[config.mk]
export PLATFORM = sky130hd
export DESIGN_NAME = pong_score_ctrl
export DESIGN_NICKNAME = d
export VERILOG_FILES = /design/src/rtl/pong_score_ctrl.sv
export SDC_FILE = /design/constraint.sdc
export NUM_CORES = 1
export LEC_CHECK = 0
export ABC_CLOCK_PERIOD_IN_PS = 3000
export BUFFER_PORTS_ARGS = -buffer_cell sky130_fd_sc_hd__buf_2
export CORE_MARGIN = 3
export CORE_UTILIZATION = 50
export DETAILED_ROUTE_END_ITERATION = 16
export PLACE_DENSITY = 0.72
export SLEW_MARGIN = 30
export SYNTH_ARGS = -nofsm -noshare
export SYNTH_HDL_FRONTEND = slang
export SYNTH_SLANG_ARGS = --single-unit
[constraint.sdc]
create_clock -name clk -period 3 [get_ports clk]
set_input_delay 0.6 -clock clk [delete_from_list [all_inputs] [get_ports clk]]
set_output_delay 0.6 -clock clk [all_outputs]
set_load 0.02 [all_outputs]
[src/rtl/pong_score_ctrl.sv]
// Pong game/score controller: serve/rally sequencing, BCD scores,
// win detection and blinking score-display disable.
module pong_score_ctrl #(
    parameter logic [7:0]  WIN_SCORE  = 8'h11,
    parameter int unsigned POINT_HOLD = 25000000,
    parameter int unsigned BLINK_DIV  = 12500000
) (
    input  logic       clk,
    input  logic       rst_n,
    input  logic       start,
    input  logic       miss0,
    input  logic       miss1,
    input  logic       clr_score,
    output logic [7:0] score0,
    output logic [7:0] score1,
    output logic       serve_side,
    output logic       in_play,
    output logic       point_pulse,
    output logic       game_over,
    output logic       winner,
    output logic       dis
);

    typedef enum logic [2:0] {
        IDLE,
        SERVE,
        RALLY,
        HOLD,
        OVER
    } state_t;

    state_t      state_q;
    logic [7:0]  score0_q;
    logic [7:0]  score1_q;
    logic        side_q;
    logic        winner_q;
    logic        dis_q;
    logic        pulse_q;
    logic [31:0] hold_q;
    logic [31:0] blink_q;
    logic [7:0]  inc0_d;
    logic [7:0]  inc1_d;

    function automatic logic [7:0] bcd_inc(input logic [7:0] v);
        logic [7:0] r;
        if (v[3:0] == 4'd9) begin
            r = (v[7:4] == 4'd9) ? 8'h00 : {v[7:4] + 4'd1, 4'd0};
        end else begin
            r = {v[7:4], v[3:0] + 4'd1};
        end
        return r;
    endfunction

    assign inc0_d = bcd_inc(score0_q);
    assign inc1_d = bcd_inc(score1_q);

    always_ff @(posedge clk or negedge rst_n) begin
        if (!rst_n) begin
            state_q  <= IDLE;
            score0_q <= 8'h00;
            score1_q <= 8'h00;
            side_q   <= 1'b0;
            winner_q <= 1'b0;
            dis_q    <= 1'b0;
            pulse_q  <= 1'b0;
            hold_q   <= 32'd0;
            blink_q  <= 32'd0;
        end else begin
            pulse_q <= 1'b0;
            if (clr_score) begin
                state_q  <= IDLE;
                score0_q <= 8'h00;
                score1_q <= 8'h00;
                side_q   <= 1'b0;
                winner_q <= 1'b0;
                dis_q    <= 1'b0;
                hold_q   <= 32'd0;
                blink_q  <= 32'd0;
            end else begin
                unique case (state_q)
                    IDLE: if (start) state_q <= SERVE;
                    SERVE: if (start) state_q <= RALLY;
                    RALLY: begin
                        // A double miss is a let: replay the serve unchanged
                        if (miss0 && miss1) begin
                            state_q <= SERVE;
                        end else if (miss0) begin
                            score1_q <= inc1_d;
                            pulse_q  <= 1'b1;
                            side_q   <= 1'b0;
                            if (inc1_d == WIN_SCORE) begin
                                state_q  <= OVER;
                                winner_q <= 1'b1;
                                dis_q    <= 1'b0;
                                blink_q  <= 32'd0;
                            end else begin
                                state_q <= HOLD;
                                hold_q  <= 32'd0;
                            end
                        end else if (miss1) begin
                            score0_q <= inc0_d;
                            pulse_q  <= 1'b1;
                            side_q   <= 1'b1;
                            if (inc0_d == WIN_SCORE) begin
                                state_q  <= OVER;
                                winner_q <= 1'b0;
                                dis_q    <= 1'b0;
                                blink_q  <= 32'd0;
                            end else begin
                                state_q <= HOLD;
                                hold_q  <= 32'd0;
                            end
                        end
                    end
                    HOLD: begin
                        if (hold_q == 32'(POINT_HOLD - 1)) begin
                            state_q <= SERVE;
                        end else begin
                            hold_q <= hold_q + 32'd1;
                        end
                    end
                    OVER: begin
                        if (start) begin
                            state_q  <= SERVE;
                            score0_q <= 8'h00;
                            score1_q <= 8'h00;
                            side_q   <= 1'b0;
                            winner_q <= 1'b0;
                            dis_q    <= 1'b0;
                            blink_q  <= 32'd0;
                        end else if (blink_q == 32'(BLINK_DIV - 1)) begin
                            blink_q <= 32'd0;
                            dis_q   <= ~dis_q;
                        end else begin
                            blink_q <= blink_q + 32'd1;
                        end
                    end
                    default: state_q <= IDLE;
                endcase
            end
        end
    end

    assign score0      = score0_q;
    assign score1      = score1_q;
    assign serve_side  = side_q;
    assign in_play     = (state_q == RALLY);
    assign point_pulse = pulse_q;
    assign game_over   = (state_q == OVER);
    assign winner      = winner_q;
    assign dis         = dis_q;

endmodule

Word level (Yosys, flattened, before mapping)
Cells that the tools add are included.
- mux-type cells: 66
- reduce and logical (&&, ||, !) cells: 13
- $add $sub $neg: 6
- bitwise logic cells: 1
- equal/unequal tests: 28
- operator list (cell ; number):
    32-bit two-way mux ; 15
    32-bit case mux with 2 select lines ; 2
    8-bit two-way mux ; 12
    32-bit by 1-bit adder with 32-bit output, second input constant ; 2
    32-bit by 24-bit equality test with 1-bit output, second input constant ; 1
    32-bit by 25-bit equality test with 1-bit output, second input constant ; 1
    8-bit case mux with 2 select lines ; 2
    3-bit two-way mux ; 9
    3-bit inequality test, second input constant ; 8
    1-bit two-way mux ; 22
    6-bit AND reduction ; 3
    4-bit by 1-bit adder with 4-bit output, second input constant ; 4
    4-bit equality test, second input constant ; 4
    8-bit by 5-bit equality test with 1-bit output, second input constant ; 2
    4-bit by 3-bit inequality test with 1-bit output, second input constant ; 3
    4-bit inequality test, second input constant ; 3
    3-bit case mux with 4 select lines ; 1
    4-bit AND reduction ; 3
    5-bit AND reduction ; 2
    3-bit by 2-bit equality test with 1-bit output, second input constant ; 2
    1-bit case mux with 2 select lines ; 3
    3-bit nonzero test ; 2
    5-bit by 4-bit inequality test with 1-bit output, second input constant ; 1
    3-bit by 1-bit equality test with 1-bit output, second input constant ; 1
    6 further kinds ; 6
- output and inout port bits: 22
- input port bits: 6
- logic and storage cells: 123
- bits in registers: 87

Longest topological paths before layout
Gate-level depths: netlist (run 1).
- depth in word-level cells: 10
- mapped depth: 10
- mapped depth without buffers: 8

Worst setup path before layout (run 1)
Ideal clock, no wire load.
- kind: register to register
- start: register score0_q[1], in the netlist score0[1]
- end: register hold_q[15]
- arrival: 2.204 ns
- library setup time: 0.126 ns
- buffers on the path: 2
- cell stages (with the launch flop): 11
- path slack: 0.670 ns
- data required time: 2.874 ns
- period minus slack after synthesis: 2.330 ns
- path through: dfrtp_1 -> inv_1 -> ha_1 -> and4b_1 -> buf_6 -> and3_1 -> o211ai_2 -> o211ai_2 -> a21o_1 -> buf_6 -> a221o_1
- longest elaborated chain between the ends: 5
- elaborated cells on any way between the ends: 6
- those cells by class: add/sub: 1; eq/ne: 3; mux: 1; reduce/logical: 1
- ends and longest elaborated chain (element ; line ; source):
    start: declaration ; 33 ; logic [7:0] score0_q;
    start signal: assignment ; 101 ; score0_q <= inc0_d;
    4-bit by 1-bit adder with 4-bit output or 4-bit equality test (tied branches) ; 49, 46 ;
    8-bit two-way mux * ; 46 ; if (v[3:0] == 4'd9) begin
    8-bit by 5-bit equality test with 1-bit output * ; 104 ; if (inc0_d == WIN_SCORE) begin
    4-bit inequality test (no line) * ; n/a ;
    6-bit AND reduction (no line) * ; n/a ;
    end signal: assignment ; 119 ; hold_q <= hold_q + 32'd1;
    end: declaration ; 39 ; logic [31:0] hold_q;
Every way passes the cells marked *; elsewhere a longest branch is shown, timed or not.
A chain may end at the register's enable or synchronous reset.

Worst setup path in the final report (run 1)
- start: register score0_q[0], in the netlist score0[0]
- end: register hold_q[1]
The elaborated chain is that of the path after synthesis.

==> summary.md, run 1 <==
| Metric | Value |
|---|---|
| Cell family with most CP delay | `compound AO/OA/AOI/OAI gates` |
| Worst-Margin Slew | `0.810 ns` |
| Path depth of the worst reg2reg path | `8` |
| Area delta synth->final | `8.62%` |
| CORE AREA | `10400 µm²` |
| Initial antenna violation count | `0` |
| All-Layer GR Usage | `0.238` |
| Slowest cell on the critical path | `a21oi_2` |
| First-pass GRT wire length | `23.2 mm` |
| Most used cell, CP | `o211ai_2` |
| P_leak | `2.41 nW` |
| Number of flops mapped to enable cells by yosys | `0` |
| Routed WL | `13.6 mm` |
| Startpoint type of the worst setup path | `register` |
| Clk pin slew, worst setup/hold paths | `0.09 ns` |
| Synth Cell Area | `5390 µm²` |
| Most frequent cells in the layout | `dfrtp_1 (87), nand2_1 (82), nor2_1 (53), o21ai_0 (45), a21oi_1 (43)` |
| Tcrit/Tclk final | `0.888` |
| Hold-fix buffers, CTS | `0` |
| Met1 Usage GRT | `0.331` |
| Largest net degree at the start of global routing | `54` |
| Critical path cell sequence | `ha_1 -> and4b_1 -> and3_1 -> o211ai_2 -> o211ai_2 -> a21oi_2 -> buf_4 -> mux2i_1` |
| Die ar. | `12100 µm²` |
| Cts bufs inserted | `9` |
| GRT overflow | `0` |
| Vias per cell | `6.46` |
| Critical Path End Type | `register` |
| CP bufs+invs | `1` |
| Die width | `110 µm` |
| CP Max Fanout | `11` |
| Worst path required time | `3.30 ns` |
| Routed WL per cell | `17.1 µm` |
| Die H | `110 µm` |
| Arrival @ worst endpoint | `2.96 ns` |
| Critical path depth in cells | `8` |
| Initial drt markers | `362` |
| Fmax | `375 MHz` |
| M3 GR Usage | `0.0464` |
| Routed Antenna Nets | `0` |
| Pwr/cell area | `456 nW/µm²` |
| Post-route minimum period | `2.67 ns` |
| Syn_area_per_cell | `8.45 µm²` |
| CTS tree | `built` |
| Worst-case vdd ir drop | `0.324 mV` |
| Met2 Usage GRT | `0.373` |
| # nets final | `668` |
| Clock Skew | `0.0123 ns` |
| Commonest non-fill, non-tap cell in the layout | `dfrtp_1` |
| FF-to-FF setup slack | `0.33 ns` |
| Finish-stage setup viols | `0` |
| Initial Utilization | `0.517` |
| Run status | `finished clean` |
| Clock root buffer | `clkbuf_8` |
| I/O pins | `28` |
| Final HPWL DP | `9.40 mm` |
| Ys async rst share | `1.00` |
| Fin. max-slew vios | `0` |
| Synth Register Bits | `87` |
| Setup TNS | `0 ns` |
| Ys flop type | `dfrtp_1` |
| Slowest stage delay, CP | `0.50 ns` |
| GP Congestion | `1.00` |
| Yosys warning count | `0` |
| DRT Pass-1 Iters | `5` |
| PortBufs | `27` |
| Final Hold Viols | `0` |
| Max clock buf depth | `2` |
| Worst setup endpoint | `hold_q[1]` |
| Most used routing layer | `met2` |
| Unrepaired setup endpoints after global routing | `false` |
| Vias in the first global route | `4801` |
| Vias post-DR | `5139` |
| Worst min path class | `input pin to async pin` |
| Setup CP Type | `register to register` |
| Core Util, Final | `0.562` |
| Critical Path Start | `score0[0]` |
| Relative slew slack | `0.460` |
| Seq/Total Area, Yosys | `0.404` |
| FF-to-FF End | `hold_q[1]` |
| Max cap viols | `0` |
| Worst skew pair latency | `0.37 ns` |
| # diodes | `0` |
| Syn Inst Count | `637` |
| Distinct cells, synth | `64` |
| Share of cells above drive strength 1 | `0.117` |
| TritonCTS sink count | `87` |
| H-tree depth | `3` |
| Synthesized Nets | `650` |
| DRC Markers | `0` |
| Site Rows | `37` |
| RR Startpoint | `score0[0]` |
[power breakdown]
part	switching, mW	internal (mW)	leakage, nW
Clock	0.447	0.386	0.0895
Sequential	0.0760	1.21	1.21
Combinational	0.362	0.182	1.11
Total	0.884	1.78	2.41
[cell usage after synthesis (all sizes together) (4+ instances only)]
cell | n | area, µm²
or2 | 5 | 31.3
a21o | 6 | 45.0
o211ai | 7 | 62.6
nor2 | 54 | 203
and3 | 14 | 87.6
and4 | 9 | 78.8
o21ai | 48 | 244
inv | 15 | 56.3
nor3 | 18 | 95.1
o22a | 8 | 70.1
buf | 20 | 119
nand2 | 82 | 308
and2 | 9 | 56.3
nand3 | 34 | 170
nand4 | 15 | 93.8
nand2b | 5 | 31.3
a41oi | 17 | 149
a31oi | 31 | 194
clkbuf | 18 | 68.8
nor4b | 4 | 35.0
nor4 | 13 | 109
o31ai | 17 | 141
a21oi | 44 | 220
ha | 7 | 87.6
dfrtp | 87 | 2180
[worst reg2reg max path: stages, from the launching register on]
cell      delay (ns)
dfrtp_1         0.46
ha_1            0.25
and4b_1         0.28
and3_1          0.21
o211ai_2        0.24
o211ai_2        0.15
a21oi_2         0.50
buf_4           0.31
mux2i_1         0.20
[state kept, by name, summed over array words and instances, names as in the netlist]
| name | flops |
|---|---|
| score0 | 8 |
| hold_q | 32 |
| dis | 1 |
| score1 | 8 |
| blink_q | 32 |
| point_pulse | 1 |
| winner | 1 |
| state_q | 3 |
| serve_side | 1 |
[metrics by stage]
step                      cells  cell area (µm²)  setup slack [ns]  total power [mW]  hold WS, ns
final                       796             5850             0.335              2.67        0.169
after global routing        796             5850             0.199              2.80        0.189
after CTS                   796             5850            0.0772              2.67        0.188
after detailed placement    780             5660             0.103              1.85        0.486
after global placement      780             5650             0.256              1.83        0.473
after floorplan             637             5390             0.670              1.66        0.304
[layout make-up]
cell class                      instances  area [µm²]
Fill cell                             965        4570
Tap cell                              136         170
Sequential cell                        87        2180
Clock buffer                           11         131
Multi-Input combinational cell        497        2970
Timing Repair Buffer                   45         285
Inverter                               15        56.3
Clock inverter                          5        58.8
[worst min path at each step]
stage,slack (ns),depth (start not counted),end,from
2_1_floorplan,0.30,0,blink_q[0],rst_n
3_3_place_gp,0.47,1,dis,dis
3_5_place_dp,0.49,1,dis,dis
4_1_cts,0.19,1,hold_q[13],rst_n
5_1_grt,0.19,1,hold_q[13],rst_n
6_report,0.17,1,hold_q[13],rst_n
[cell families after synthesis]
group | Yosys count | share of synthesized area
muxes | 3 | 0.00558
and+or+nand+nor | 276 | 0.266
xor gates and xnor gates | 4 | 0.00651
buffers and inverters | 53 | 0.0453
AOI/OAI and AO/OA | 207 | 0.256
DFF | 87 | 0.404
adders and majority gates | 7 | 0.0163
[metal layers]
metal  share of wire  vias to the layer above
met5               0                        -
met4           0.014                        0
met3           0.061                       21
met2            0.46                      197
met1            0.46                     2487
li1                -                     2434
[repair_timing]
item,in CTS,in global routing
setup buffers,0,0
resized for setup,0,1
endpoints found under the setup margin,0,10
(Power assumes the default switching activity.)
==> inputs of run 2 (changes only) <==
--- a/config.mk
+++ b/config.mk
@@ -7,10 +7,11 @@
 export LEC_CHECK = 0
 export ABC_CLOCK_PERIOD_IN_PS = 3000
 export BUFFER_PORTS_ARGS = -buffer_cell sky130_fd_sc_hd__buf_2
+export CORE_ASPECT_RATIO = 1.1
 export CORE_MARGIN = 3
 export CORE_UTILIZATION = 50
 export DETAILED_ROUTE_END_ITERATION = 16
-export PLACE_DENSITY = 0.72
+export PLACE_DENSITY = 0.67
 export SLEW_MARGIN = 30
 export SYNTH_ARGS = -nofsm -noshare
 export SYNTH_HDL_FRONTEND = slang
==> run 2 against run 1 <==
Sequential cell count unchanged. Non-clock buffer count decreased by 1. Hold slack improved by 0.049 ns. Die area about the same. Cell count increased by 0.63%. Maximum frequency increased by 6.2%. Register-to-register slack improved by 0.16 ns. Critical path type unchanged. Critical endpoint is now hold_q[15].
==> summary.md, run 2 (same netlist as run 1, synthesis figures left out) <==
| Metric | Value |
|---|---|
| Run status | `finished clean` |
| Combinational cell fraction of total power | `0.168 (-0.036)` |
| Arrival @ worst endpoint | `2.73 ns (-0.23 ns)` |
| CP Max Fanout | `10 (-1)` |
| Hold-fix buffers, CTS | `0 (unchanged)` |
| Cell family with most CP delay | `compound AO/OA/AOI/OAI gates` |
| Setup slack at placement | `0.299 ns (+0.195 ns)` |
| TritonCTS sink count | `87 (unchanged)` |
| Clk pin slew, worst setup/hold paths | `0.06 ns (-0.03 ns)` |
| Post-route worst setup slack | `0.490 ns (+0.156 ns)` |
| I/O pins | `28 (unchanged)` |
| Slowest cell on the critical path | `dfrtp_1` |
| Critical path depth in cells | `7 (-1)` |
| CORE AREA | `10400 µm² (+0.25%)` |
| # nets final | `667 (-0.15%)` |
| Max cap viols | `0 (unchanged)` |
| Site Rows | `39 (+5.4%)` |
| Die H | `115 µm (+4.6%)` |
| Startpoint type of the worst setup path | `register` |
| All-Layer GR Usage | `0.234 (-0.00393)` |
| Int Power | `2.13 mW (+20%)` |
| Post-route minimum period | `2.51 ns (-0.156 ns)` |
| Most used cell, CP | `o211ai_2` |
| Relative slew slack | `0.517 (+0.0571)` |
| Core Util, Final | `0.572 (+0.0102)` |
| Routed WL | `13.8 mm (+0.89%)` |
| Pwr/cell area | `505 nW/µm² (+11%)` |
| Critical path cell sequence | `ha_1 -> and4b_1 -> and3_1 -> o211ai_2 -> o211ai_2 -> a21o_1 -> a221o_1` |
| Vias post-DR | `5059 (-1.6%)` |
| Critical Path Start | `score0[0]` |
| DRC Markers | `0 (unchanged)` |
| Clock Skew | `0.00818 ns (-0.00416 ns)` |
| Share of cells above drive strength 1 | `0.112 (-0.00420)` |
| Post-cts sizing count | `0 (unchanged)` |
| Routed WL per cell | `17.2 µm (+0.26%)` |
| Final Hold Viols | `0 (unchanged)` |
| Critical Path End Type | `register` |
| Routed Antenna Nets | `0 (unchanged)` |
| GRT overflow | `0 (unchanged)` |
| Largest net degree at the start of global routing | `52 (-3.7%)` |
| CP bufs+invs | `0 (-1)` |
| Initial Utilization | `0.516 (-0.00130)` |
| GP Congestion | `0.877 (-13%)` |
| H-tree depth | `3 (unchanged)` |
| Max clock buf depth | `2 (unchanged)` |
| Setup CP Type | `register to register` |
| FF-to-FF setup slack | `0.49 ns (+0.16 ns)` |
| Path depth of the worst reg2reg path | `7 (-1)` |
| RR Startpoint | `score0[0]` |
| Commonest non-fill, non-tap cell in the layout | `dfrtp_1` |
| Clock root buffer | `clkbuf_16` |
| Postcts setup bufs | `0 (unchanged)` |
| Finish-stage setup viols | `0 (unchanged)` |
| Initial antenna violation count | `0 (unchanged)` |
| P_leak | `2.46 nW (+2.2%)` |
| Worst skew pair latency | `0.34 ns (-0.03 ns)` |
| First-pass GRT wire length | `23.3 mm (+0.54%)` |
| Worst path required time | `3.22 ns (-0.08 ns)` |
| FF-to-FF End | `hold_q[15]` |
| Initial drt markers | `259 (-28%)` |
| Final HPWL DP | `9.52 mm (+1.3%)` |
| Tcrit/Tclk final | `0.837 (-0.0519)` |
| # diodes | `0 (unchanged)` |
| Most frequent cells in the layout | `dfrtp_1 (87), nand2_1 (82), nor2_1 (53), o21ai_0 (45), a21oi_1 (44)` |
| Biggest regs | `blink_q (32), hold_q (32)` |
| Switch share | `0.292 (-0.0394)` |
| Die width | `105 µm (-4.4%)` |
| Fmax | `398 MHz (+6.2%)` |
| PortBufs | `27 (unchanged)` |
| Slowest stage delay, CP | `0.46 ns (-0.04 ns)` |
| Unrepaired setup endpoints after global routing | `false` |
| Die ar. | `12100 µm² (about the same)` |
| Setup TNS | `0 ns (unchanged)` |
| Cts bufs inserted | `9 (unchanged)` |
| Area delta synth->final | `10.9%` |
| Vias in the first global route | `4818 (+0.35%)` |
| Reg power frac | `0.433 (-0.051)` |
| Hold_ws | `0.219 ns (+0.0492 ns)` |
| Vias per cell | `6.32 (-2.2%)` |
| DRT Pass-1 Iters | `5 (unchanged)` |
| Fin. max-slew vios | `0 (unchanged)` |
| Worst-case vdd ir drop | `0.261 mV (-20%)` |
| Worst setup endpoint | `hold_q[15]` |
| Clk pwr share | `0.398 (+0.086)` |
| Net load switching power | `880 µW (-0.45%)` |
| Worst-Margin Slew | `0.724 ns (-0.0864 ns)` |
| Worst min path class | `input pin to async pin` |
| CTS tree | `built` |
-- run 2: changes by cell type in the layout (fill, tap and decap cells not counted) --
| cell | change |
|---|---|
| a21oi_1 | +1 |
| clkinvlp_4 | -1 |
| bufinv_16 | +1 |
| a21oi_2 | -1 |
| clkbuf_16 | +9 |
| clkbuf_8 | -8 |
| buf_4 | -1 |
| clkinv_2 | -1 |
| clkinv_4 | -1 |
-- run 2: through the flow --
step	instance area (µm²)	cells	power (mW)
global placement	5650	786	1.82
floorplan	5390	637	1.66
detailed placement	5660	786	1.83
CTS	5970	801	3.05
finish	5970	801	3.01
global route	5970	801	3.15
-- run 2: worst min path at each step --
| stage | start | to |
|---|---|---|
| 2_1_floorplan | rst_n | blink_q[0] |
| 3_3_place_gp | hold_q[13] | hold_q[13] |
| 3_5_place_dp | dis | dis |
| 4_1_cts | rst_n | score0[0] |
| 5_1_grt | rst_n | score0[0] |
| 6_report | rst_n | score0[0] |
-- run 2: power by group through the flow --
stage / clock, mW / combinational, mW / sequential, mW
detailed placement: 0 / 0.508 / 1.32
global route: 1.28 / 0.559 / 1.32
global placement: 0 / 0.497 / 1.32
floorplan: 0 / 0.345 / 1.32
CTS: 1.23 / 0.510 / 1.30
finish: 1.20 / 0.508 / 1.30
-- run 2: final cells by class --
cell class	instances	area (µm²)
Fill cell	963	4470
Multi-Input combinational cell	497	2970
Sequential cell	87	2180
Timing Repair Buffer	44	278
Clock buffer	12	246
Tap cell	143	179
Clock inverter	3	67.6
Inverter	15	56.3
-- run 2: per-layer routing --
layer / vias to the layer above / part of all wire / global-route usage
li1: 2442 / - / -
met1: 2462 / 0.44 / 0.291
met2: 136 / 0.50 / 0.421
met3: 19 / 0.048 / 0.0387
met4: 0 / 0.012 / 0.0665
met5: - / 0 / 0
==> inputs of run 3 (changes only) <==
--- a/config.mk
+++ b/config.mk
@@ -5,13 +5,13 @@
 export SDC_FILE = /design/constraint.sdc
 export NUM_CORES = 1
 export LEC_CHECK = 0
-export ABC_CLOCK_PERIOD_IN_PS = 3000
+export ABC_CLOCK_PERIOD_IN_PS = 2040
 export BUFFER_PORTS_ARGS = -buffer_cell sky130_fd_sc_hd__buf_2
 export CORE_ASPECT_RATIO = 1.1
 export CORE_MARGIN = 3
 export CORE_UTILIZATION = 50
 export DETAILED_ROUTE_END_ITERATION = 16
-export PLACE_DENSITY = 0.67
+export PLACE_DENSITY = 0.7
 export SLEW_MARGIN = 30
 export SYNTH_ARGS = -nofsm -noshare
 export SYNTH_HDL_FRONTEND = slang
==> constraint.sdc (replaced) <==
create_clock -name clk -period 2.04 [get_ports clk]
set_input_delay 0.408 -clock clk [delete_from_list [all_inputs] [get_ports clk]]
set_output_delay 0.408 -clock clk [all_outputs]
set_load 0.02 [all_outputs]
==> run 3 against run 2 <==
The flow now finishes with violations (negative hold slack, negative setup slack). Die area unchanged. Clock power increased by 32%. Count of clock-buffer cells in the layout stayed put. Setup slack got worse by 0.71 ns. Utilization is 15 points higher. Design area increased by 26%. Global-route usage up 4.3 points. Sequential cell count did not move. Cell count increased by 16%.
==> summary.md, run 3 (same netlist as run 1, synthesis figures left out) <==
| Metric | Value |
|---|---|
| Run status | `finished, violations left` |
| Failing checks | `negative hold slack, negative setup slack` |
| Post-route worst setup slack | `-0.222 ns (-0.713 ns)` |
| GRT overflow | `0 (unchanged)` |
| Initial antenna violation count | `0 (unchanged)` |
| Switch share | `0.324 (+0.0313)` |
| Worst min path class | `input pin to async pin` |
| Most frequent cells in the layout | `buf_4 (132), dfrtp_1 (84), nand2_1 (79), nor2_1 (53), a21oi_1 (38)` |
| Clock Skew | `0.00770 ns (-0.000482 ns)` |
| Slowest stage delay, CP | `0.53 ns (+0.07 ns)` |
| I/O pins | `28 (unchanged)` |
| Setup CP Type | `register to register` |
| Die H | `115 µm (unchanged)` |
| Final HPWL DP | `11.1 mm (+17%)` |
| H-tree depth | `3 (unchanged)` |
| Commonest non-fill, non-tap cell in the layout | `buf_4` |
| GP Congestion | `0.927 (+5.7%)` |
| Die width | `105 µm (unchanged)` |
| Site Rows | `39 (unchanged)` |
| Cts bufs inserted | `9 (unchanged)` |
| Most used cell, CP | `buf_4` |
| Max cap viols | `0 (unchanged)` |
| Fillers | `759 (-21%)` |
| Final Hold Viols | `13 (+13)` |
| Initial Utilization | `0.516 (unchanged)` |
| Critical path cell sequence | `ha_4 -> or4b_4 -> o31ai_4 -> a21oi_4 -> o211ai_1 -> buf_4 -> buf_4 -> buf_12 -> a41oi_2` |
| Arrival @ worst endpoint | `2.48 ns (-0.25 ns)` |
| Critical Path End Type | `register` |
| Cell family with most CP delay | `simple AND/OR/NAND/NOR gates` |
| Fin. max-slew vios | `0 (unchanged)` |
| Worst-Margin Slew | `0.694 ns (-0.0302 ns)` |
| Worst-case vdd ir drop | `0.551 mV (+110%)` |
| Die ar. | `12100 µm² (unchanged)` |
| TritonCTS sink count | `87 (unchanged)` |
| Core Util, Final | `0.723 (+0.151)` |
| Area delta synth->final | `40.2%` |
| Vias per cell | `6.29 (-0.48%)` |
| Post-route minimum period | `2.26 ns (-0.247 ns)` |
| Unrepaired setup endpoints after global routing | `true` |
| Clk pwr share | `0.329 (-0.069)` |
| Initial drt markers | `504 (+95%)` |
| P_leak | `3.21 nW (+31%)` |
| CP Max Fanout | `8 (-2)` |
| Startpoint type of the worst setup path | `register` |
| # diodes | `0 (unchanged)` |
| Worst skew pair latency | `0.34 ns (about the same)` |
| # nets final | `796 (+19%)` |
| Hold_ws | `-0.00948 ns (-0.228 ns)` |
| Net load switching power | `1.56 mW (+77%)` |
| Clk pin slew, worst setup/hold paths | `0.06 ns (about the same)` |
| Slowest cell on the critical path | `or4b_4` |
| Total Power | `4.81 mW (+60%)` |
| CP bufs+invs | `3 (+3)` |
| All-Layer GR Usage | `0.277 (+0.0431)` |
| Tcrit/Tclk final | `1.11 (+0.272)` |
| Hold-fix buffers, CTS | `0 (unchanged)` |
| DRT Pass-1 Iters | `5 (unchanged)` |
| Final std cells w/o fill | `931 (+16%)` |
| First-pass GRT wire length | `27.3 mm (+17%)` |
| Placement Cell Area | `6570 µm² (+16%)` |
| Clock root buffer | `clkbuf_16` |
| Max clock buf depth | `2 (unchanged)` |
| Placed Instances | `897 (+14%)` |
| Fmax | `442 MHz (+11%)` |
| Routed Antenna Nets | `0 (unchanged)` |
| CORE AREA | `10400 µm² (unchanged)` |
| Combinational cell fraction of total power | `0.284 (+0.116)` |
| Relative slew slack | `0.538 (+0.0206)` |
| DRC Markers | `0 (unchanged)` |
| CTS tree | `built` |
| Vias post-DR | `5852 (+16%)` |
| Vias in the first global route | `5517 (+15%)` |
| Worst path required time | `2.26 ns (-0.96 ns)` |
| Largest net degree at the start of global routing | `38 (-27%)` |
| PortBufs | `27 (unchanged)` |
| Layout Cell Area excl Fill | `7550 µm² (+26%)` |
| Routed WL | `16.8 mm (+22%)` |
| Pwr/cell area | `637 nW/µm² (+26%)` |
| Routed WL per cell | `18.0 µm (+4.9%)` |
| Finish-stage setup viols | `67 (+67)` |
| Share of cells above drive strength 1 | `0.353 (+0.240)` |
| Reg power frac | `0.387 (-0.046)` |
| Biggest regs | `blink_q (32), hold_q (32)` |
| Int Power | `3.25 mW (+53%)` |
## run 3: final cells by class
type	instances	area, µm²	share of cell area
tap	143	179	0.0237
clock inverter	4	20.0	0.00265
timing repair buffer	173	1370	0.181
inverter	15	56.3	0.00746
clock buffer	12	256	0.0340
sequential	87	2180	0.289
multi-input combinational	497	3490	0.463
## run 3: stage by stage
stage | setup TNS (ns) | worst slack (ns)
finish | -9.26 | -0.222
global route | -13.47 | -0.291
CTS | -3.45 | -0.130
detailed placement | -6.84 | -0.211
global placement | -3.33 | -0.139
floorplan | -3.01 | -0.143
## run 3: what timing repair did
action | 4_1_cts | 5_1_grt
resized for setup | 42 | 57
setup endpoints to repair | 62 | 80
pin swaps | 25 | 20
setup buffers | 10 | 5
gates cloned | 1 | 2
## run 3: final timing paths
path / start / cells past startpoint / end / slack, ns
worst min-delay path: rst_n / 1 / hold_q[11] / -0.009
worst max-delay path: score0[0] / 9 / blink_q[5] / -0.22
max in group asynchronous: rst_n / 2 / blink_q[21] / 1.45
min in group clk: start / 3 / state_q[1] / 0.40
worst min register to register: blink_q[21] / 1 / blink_q[21] / 0.49
worst max register to register: score0[0] / 9 / blink_q[5] / -0.22
## run 3: worst reg2reg max path, delay by kind of cell (launching register included)
kind | cells | cell delay [ns]
compound gates | 4 | 0.52
fa+ha+maj | 1 | 0.17
buf+inv | 3 | 0.48
flops | 1 | 0.45
simple gates | 1 | 0.53
## run 3: routing by layer
layer,track usage,wire length [µm],up-vias,share of wire
met4,0.0884,340,0,0.020
met3,0.0517,1090,41,0.065
li1,-,-,2701,-
met1,0.369,7080,2849,0.42
met2,0.461,8240,261,0.49
met5,0,0,-,0
## run 3: power by group through the flow
stage	Clock (mW)	Combinational, mW	Sequential [mW]
final	1.58	1.37	1.86
after global routing	1.66	1.47	1.87
after global placement	0	1.01	1.88
after floorplan	0	0.542	1.95
after CTS	1.60	1.16	1.86
after detailed placement	0	1.04	1.89
